<file path="src/rtl/pkt_grant_lock_mux_pkg.sv">
// Shared types, default sizes and width helpers for the packet grant/lock mux.
package pkt_grant_lock_mux_pkg;

  // Arbiter-lock states: waiting for requests, or holding one requester's packet.
  typedef enum logic {
    IDLE   = 1'b0,
    LOCKED = 1'b1
  } state_t;

  localparam int DEF_N         = 4;
  localparam int DEF_W         = 32;
  localparam int DEF_MAX_BEATS = 16;

  // Width of the binary grant index; a single requester still gets one bit.
  function automatic int calc_idw(input int n);
    return (n <= 1) ? 1 : $clog2(n);
  endfunction

  // Width of the per-packet beat counter, wide enough to hold MAX_BEATS itself.
  function automatic int calc_cnt_w(input int max_beats);
    return (max_beats < 1) ? 1 : $clog2(max_beats + 1);
  endfunction

endpackage

</file>
<file path="src/rtl/pkt_grant_lock_mux_lsb_first_pick.sv">
// Combinational lowest-index-wins picker: one-hot winner plus its binary index.
module lsb_first_pick #(
  parameter int N   = 4,
  parameter int IDW = 2
) (
  input  logic [N-1:0]   req,
  output logic [N-1:0]   onehot,
  output logic [IDW-1:0] idx,
  output logic           any
);

  // seen[i] is set when some request below index i is active.
  logic [N:0] seen;

  assign seen[0] = 1'b0;

  generate
    for (genvar gi = 0; gi < N; gi++) begin : g_pick
      assign onehot[gi]   = req[gi] & ~seen[gi];
      assign seen[gi + 1] = seen[gi] | req[gi];
    end
  endgenerate

  assign any = seen[N];

  // Encode the one-hot winner into its binary index (zero when nothing requests).
  always_comb begin
    idx = '0;
    for (int i = 0; i < N; i++) begin
      if (onehot[i]) idx = idx | IDW'(i);
    end
  end

endmodule

</file>
<file path="src/rtl/pkt_grant_lock_mux.sv">
// Fixed-priority packet grant with lock: picks one requester in IDLE, holds the
// grant for the whole packet, and muxes its beats onto one valid/ready channel.
module pkt_grant_lock_mux
  import pkt_grant_lock_mux_pkg::*;
#(
  parameter int N         = DEF_N,
  parameter int W         = DEF_W,
  parameter int MAX_BEATS = DEF_MAX_BEATS,
  localparam int IDW      = calc_idw(N)
) (
  input  logic             clk,
  input  logic             rst_n,
  input  logic [N-1:0]     in_valid,
  input  logic [N*W-1:0]   in_data,
  input  logic [N-1:0]     in_last,
  output logic [N-1:0]     in_ready,
  output logic             out_valid,
  output logic [W-1:0]     out_data,
  output logic             out_last,
  input  logic             out_ready,
  output logic [N-1:0]     grant,
  output logic [IDW-1:0]   grant_id,
  output logic             err_overrun
);

  localparam int CW = calc_cnt_w(MAX_BEATS);

  state_t          state_q, state_d;
  logic [N-1:0]    grant_q, grant_d;
  logic [IDW-1:0]  grant_id_q, grant_id_d;
  logic [CW-1:0]   beat_cnt_q, beat_cnt_d;
  logic            err_overrun_q, err_overrun_d;

  logic [N-1:0]    pick_onehot;
  logic [IDW-1:0]  pick_idx;
  logic            pick_any;

  logic [W-1:0]    masked_data [N];
  logic [W-1:0]    sel_data;
  logic            sel_valid;
  logic            sel_last;
  logic            accept;

  lsb_first_pick #(
    .N   (N),
    .IDW (IDW)
  ) u_pick (
    .req    (in_valid),
    .onehot (pick_onehot),
    .idx    (pick_idx),
    .any    (pick_any)
  );

  // AND-OR mux: the registered one-hot grant gates each requester's data.
  generate
    for (genvar gi = 0; gi < N; gi++) begin : g_mask
      assign masked_data[gi] = in_data[gi*W +: W] & {W{grant_q[gi]}};
    end
  endgenerate

  // OR together the gated lanes; only the granted lane can be non-zero.
  always_comb begin
    sel_data = '0;
    for (int i = 0; i < N; i++) begin
      sel_data = sel_data | masked_data[i];
    end
  end

  assign sel_valid = |(in_valid & grant_q);
  assign sel_last  = |(in_last & grant_q);
  assign accept    = (state_q == LOCKED) && sel_valid && out_ready;

  // Next-state and channel outputs; the last/forced-release paths both go back to IDLE.
  always_comb begin
    state_d       = state_q;
    grant_d       = grant_q;
    grant_id_d    = grant_id_q;
    beat_cnt_d    = beat_cnt_q;
    err_overrun_d = 1'b0;
    out_valid     = 1'b0;
    out_data      = '0;
    out_last      = 1'b0;
    in_ready      = '0;

    case (state_q)
      IDLE: begin
        if (pick_any) begin
          state_d    = LOCKED;
          grant_d    = pick_onehot;
          grant_id_d = pick_idx;
          beat_cnt_d = '0;
        end
      end
      LOCKED: begin
        out_valid = sel_valid;
        out_data  = sel_data;
        out_last  = sel_last;
        in_ready  = grant_q & {N{out_ready}};
        if (accept) begin
          if (sel_last || (beat_cnt_q == CW'(MAX_BEATS - 1))) begin
            // Packet ends here, either normally or because it ran too long.
            state_d       = IDLE;
            grant_d       = '0;
            grant_id_d    = '0;
            beat_cnt_d    = '0;
            err_overrun_d = ~sel_last;
          end else begin
            beat_cnt_d = beat_cnt_q + CW'(1);
          end
        end
      end
      default: begin
        state_d    = IDLE;
        grant_d    = '0;
        grant_id_d = '0;
        beat_cnt_d = '0;
      end
    endcase
  end

  // State, grant, counter and overrun-pulse registers with asynchronous reset.
  always_ff @(posedge clk or negedge rst_n) begin
    if (!rst_n) begin
      state_q       <= IDLE;
      grant_q       <= '0;
      grant_id_q    <= '0;
      beat_cnt_q    <= '0;
      err_overrun_q <= 1'b0;
    end else begin
      state_q       <= state_d;
      grant_q       <= grant_d;
      grant_id_q    <= grant_id_d;
      beat_cnt_q    <= beat_cnt_d;
      err_overrun_q <= err_overrun_d;
    end
  end

  assign grant       = grant_q;
  assign grant_id    = grant_id_q;
  assign err_overrun = err_overrun_q;

  a_grant_onehot0 : assert property (@(posedge clk) disable iff (!rst_n) $onehot0(grant_q));

endmodule

</file>
<file path="config.mk">
export PLATFORM = sky130hd
export DESIGN_NAME = pkt_grant_lock_mux
export DESIGN_NICKNAME = d
export VERILOG_FILES = /design/src/rtl/pkt_grant_lock_mux_pkg.sv /design/src/rtl/pkt_grant_lock_mux_lsb_first_pick.sv /design/src/rtl/pkt_grant_lock_mux.sv
export SDC_FILE = /design/constraint.sdc
export NUM_CORES = 1
export LEC_CHECK = 0
export ABC_AREA = 1
export CAP_MARGIN = 10
export CELL_PAD_IN_SITES_DETAIL_PLACEMENT = 0
export CELL_PAD_IN_SITES_GLOBAL_PLACEMENT = 2
export CORE_MARGIN = 3
export CORE_UTILIZATION = 13
export CTS_BUF_LIST = sky130_fd_sc_hd__clkbuf_8
export DETAILED_ROUTE_END_ITERATION = 7
export PLACE_DENSITY_LB_ADDON = 0.1
export SLEW_MARGIN = 20
export SYNTH_ARGS = -nofsm -noshare
export SYNTH_HDL_FRONTEND = slang
export SYNTH_SLANG_ARGS = --single-unit
</file>
<file path="constraint.sdc">
create_clock -name clk -period 2.65 [get_ports clk]
set_clock_uncertainty 0.2 [all_clocks]
set_input_delay 0.53 -clock clk [delete_from_list [all_inputs] [get_ports clk]]
set_output_delay 0.53 -clock clk [all_outputs]
set_load 0.03 [all_outputs]
</file>
==> results by group, run 1 <==
Synthesis
  • Synth area leaders: nand2_1, dfrtp_1, a41oi_1
  • Gate count after technology mapping: about 280
  • Synth top area share: 0.368
  • Largest area contributor in the netlist: nand2_1
  • Synthesized area: 0.00168 mm2
  • Synth Area in XOR/XNOR: 0.0104
  • Synth Area in Simple Gates: 0.505
  • Largest family of logic cells by synthesized area: simple AND/OR/NAND/NOR gates
  • Synth Area in Adders: 0.0149
  • Synth Area in Compound Gates: 0.183
  • Syn Area/Cell: 5.95 um2
  • Multiplexer share of the synthesized area: 0
  • Synth unique cells: 25
  • Sequential element share of the synthesized area: 0.193
  • Synth Warn #: 0
  • Number of synthesized register bits: 13
  • Syn Nets: 424

Setup path
  • CP Max Fanout: 4
  • WS Path Type: in -> out
  • Arrival time of the worst setup path: 1620 ps
  • Crit end category: output pin
  • Worst reg2reg path depth: 9
  • Critical Path Source Type: primary input
  • Req. time, crit path: 1920 ps

Pwr
  • Peak VDD IR: approximately 0.00029 V
  • Combinational power share: 0.847
  • Power density over cell area: 862 mW/mm2
  • Static leakage: 1.44 nW
  • Sw Share: 0.559
  • NetSw: around 1.8 mW
  • Internal: 1.39 mW
  • Flop pwr share: 0.096
  • Part of the power in the clock network: 0.057

STA
  • TNS Setup: 0 ps
  • RSZ-0062 raised after global routing: false
  • Worst setup margin: 302 ps
  • Final Cycle Share: 0.886
  • Final setup vio count: 0
  • Worst slew margin: 0.572
  • Max Freq: 426 MHz
  • Final Hold Viols: 0
  • Max Slew Vio Count: 0
  • Worst-margin pin slew: around 640 ps
  • Tmin final: 2350 ps

Layout
  • Fillers: 1,381
  • Nets: 599
  • Area grow syn2layout: 117%
  • Most frequent cells in the layout: nand2_1, clkdlybuf4s50_1, buf_4
  • Antenna diode count: 0
  • Most common cell after layout, fill and taps aside: nand2_1
  • Share of layout cells above drive strength 1: 0.149

Routing
  • Via count: 2,596
  • Total Wirelength: 9760 um
  • Residual DRC count: 0
  • Remaining antenna violation count: 0
  • Avg Vias per Cell: 4.15
  • Avg WL per Cell: 15.6 um
  • Iteration count of the initial detailed-routing pass: 4
  • Starting DRT DRC Count: 134

Floorplanning
  • Initial Utilization: 0.137
  • Die X: 120 um
  • Ports: 184
  • Die area: 0.0143 mm2
  • FP Rows: 40
  • Chip Height: between 100 and 150 um
  • Core Box Area: 0.0123 mm2

Placed design
  • Pre-CTS setup slack: 303 ps
  • DP Wirelength: 7360 um
  • Gpl congestion: 0.737
  • Port Buffers: 183

Clock tree
  • Post-CTS setup buffer count: 0
  • Clock Path Buffers: 2
  • Worst skew pair latency: 250 ps
  • # resized after CTS: 0
  • Clk slew on worst S/H paths: 60 ps
  • CTS tree: yes
  • H-tree depth: 1
  • Hold buffers post-CTS: 0
  • Clk sinks: 13
  • Root Buffer: clkbuf_8
  • Num CTS Buffers: 3

Global route
  • Largest net degree at the start of global routing: 38
  • Vias in the first global route: 2,617
  • Grt ovf: 0
  • All-Layer GR Usage: 0.133
  • First-pass GRT wire length: 15,400 um
  • Initial antenna violation count: 0

Min path
  • Hold path depth: 2
  • Hold Path Class: reg -> reg

Run
  • Maxcap violations: 0

Outcome
  • Outcome: finished, final reports clean
==> registers in the layout, summed over array words and instances (netlist names) <==
signal,cells
err_overrun,1
state_q,1
grant_id,2
grant,4
beat_cnt_q,5
==> stage by stage <==
| step | instances | cell area (um2) | util | total power, mW | hold WS, ps |
|---|---|---|---|---|---|
| global placement | 621 | 3610 | 0.293 | 3.04 | 295 |
| finish | 625 | 3650 | 0.297 | 3.15 | 311 |
| global route | 625 | 3650 | 0.297 | 3.38 | 354 |
| floorplan | 283 | 1680 | - | 1.91 | 34.4 |
| CTS | 625 | 3650 | 0.297 | 3.20 | 317 |
| detailed placement | 621 | 3610 | 0.293 | 3.01 | 299 |
==> cells by family after synthesis <==
| group | after synthesis |
|---|---|
| and+or+nand+nor | 202 |
| AOI/OAI and AO/OA | 35 |
| buffers and inverters | 29 |
| DFF | 13 |
| xor gates and xnor gates | 2 |
| adders and majority gates | 2 |
==> power by group through the flow <==
| stage | Combinational (mW) | Clock (mW) | Sequential (mW) |
|---|---|---|---|
| CTS | 2.71 | 0.183 | 0.303 |
| global placement | 2.73 | 0 | 0.307 |
| floorplan | 1.55 | 0 | 0.353 |
| global route | 2.88 | 0.193 | 0.312 |
| finish | 2.67 | 0.181 | 0.302 |
| detailed placement | 2.71 | 0 | 0.306 |
==> cells in the mapped netlist <==
cell	count
dfrtp_1	13
a41oi_1	32
nand2_1	165
nand2_4	1
inv_2	1
buf_6	4
nor2_1	10
nand2_2	4
nor2_2	1
nor2_8	1
buf_2	6
nor2_4	3
nand3_1	13
nand3_2	2
buf_4	3
o21ai_4	1
ha_1	2
inv_1	6
xnor2_1	1
clkbuf_1	9
xor2_1	1
a31oi_1	1
a21oi_1	1
nand4_1	1
nor3_1	1
==> layer usage <==
metal / GRT usage / routed length [um] / up-vias
met5: 0 / 0 / -
met4: 0.0229 / 70 / 0
met3: 0.0302 / 843 / 4
met2: 0.224 / 4580 / 119
met1: 0.177 / 4270 / 1182
li1: - / - / 1291
==> cell type report <==
class                           instances  area, um2  share of cell area
Timing Repair Buffer                  192       1840               0.505
Tap cell                              168        210              0.0576
Inverter                                7       26.3             0.00720
Multi-Input combinational cell        241       1200               0.329
Clock buffer                            3       41.3              0.0113
Clock inverter                          1       3.75             0.00103
Sequential cell                        13        325              0.0891
==> worst paths after layout <==
kind | start | to | slack [ps]
worst min register to register | beat_cnt_q[4] | beat_cnt_q[4] | 310
max in group asynchronous | rst_n | grant[3] | 1350
min in group asynchronous | rst_n | err_overrun | 480
worst min-delay path | beat_cnt_q[4] | beat_cnt_q[4] | 310
worst max register to register | beat_cnt_q[0] | grant[3] | 870
worst max-delay path | in_valid[1] | out_valid | 300
==> worst max-delay path, cell delays in order <==
cell and delay, ps:
clkdlybuf4s50_1 580, nand2_1 90, nand2_2 90, nor2_4 50, nor2_8 100, buf_4 170
Note: power is estimated with default switching activity, not from simulation.
==> run 2, diff against run 1 <==
--- a/config.mk
+++ b/config.mk
@@ -13,6 +13,7 @@
 export CORE_UTILIZATION = 13
 export CTS_BUF_LIST = sky130_fd_sc_hd__clkbuf_8
 export DETAILED_ROUTE_END_ITERATION = 7
+export GPL_ROUTABILITY_DRIVEN = 0
 export PLACE_DENSITY_LB_ADDON = 0.1
 export SLEW_MARGIN = 20
 export SYNTH_ARGS = -nofsm -noshare
==> results of run 2 <==
No change in the layout: final DEF, timing and power equal those of run 1.
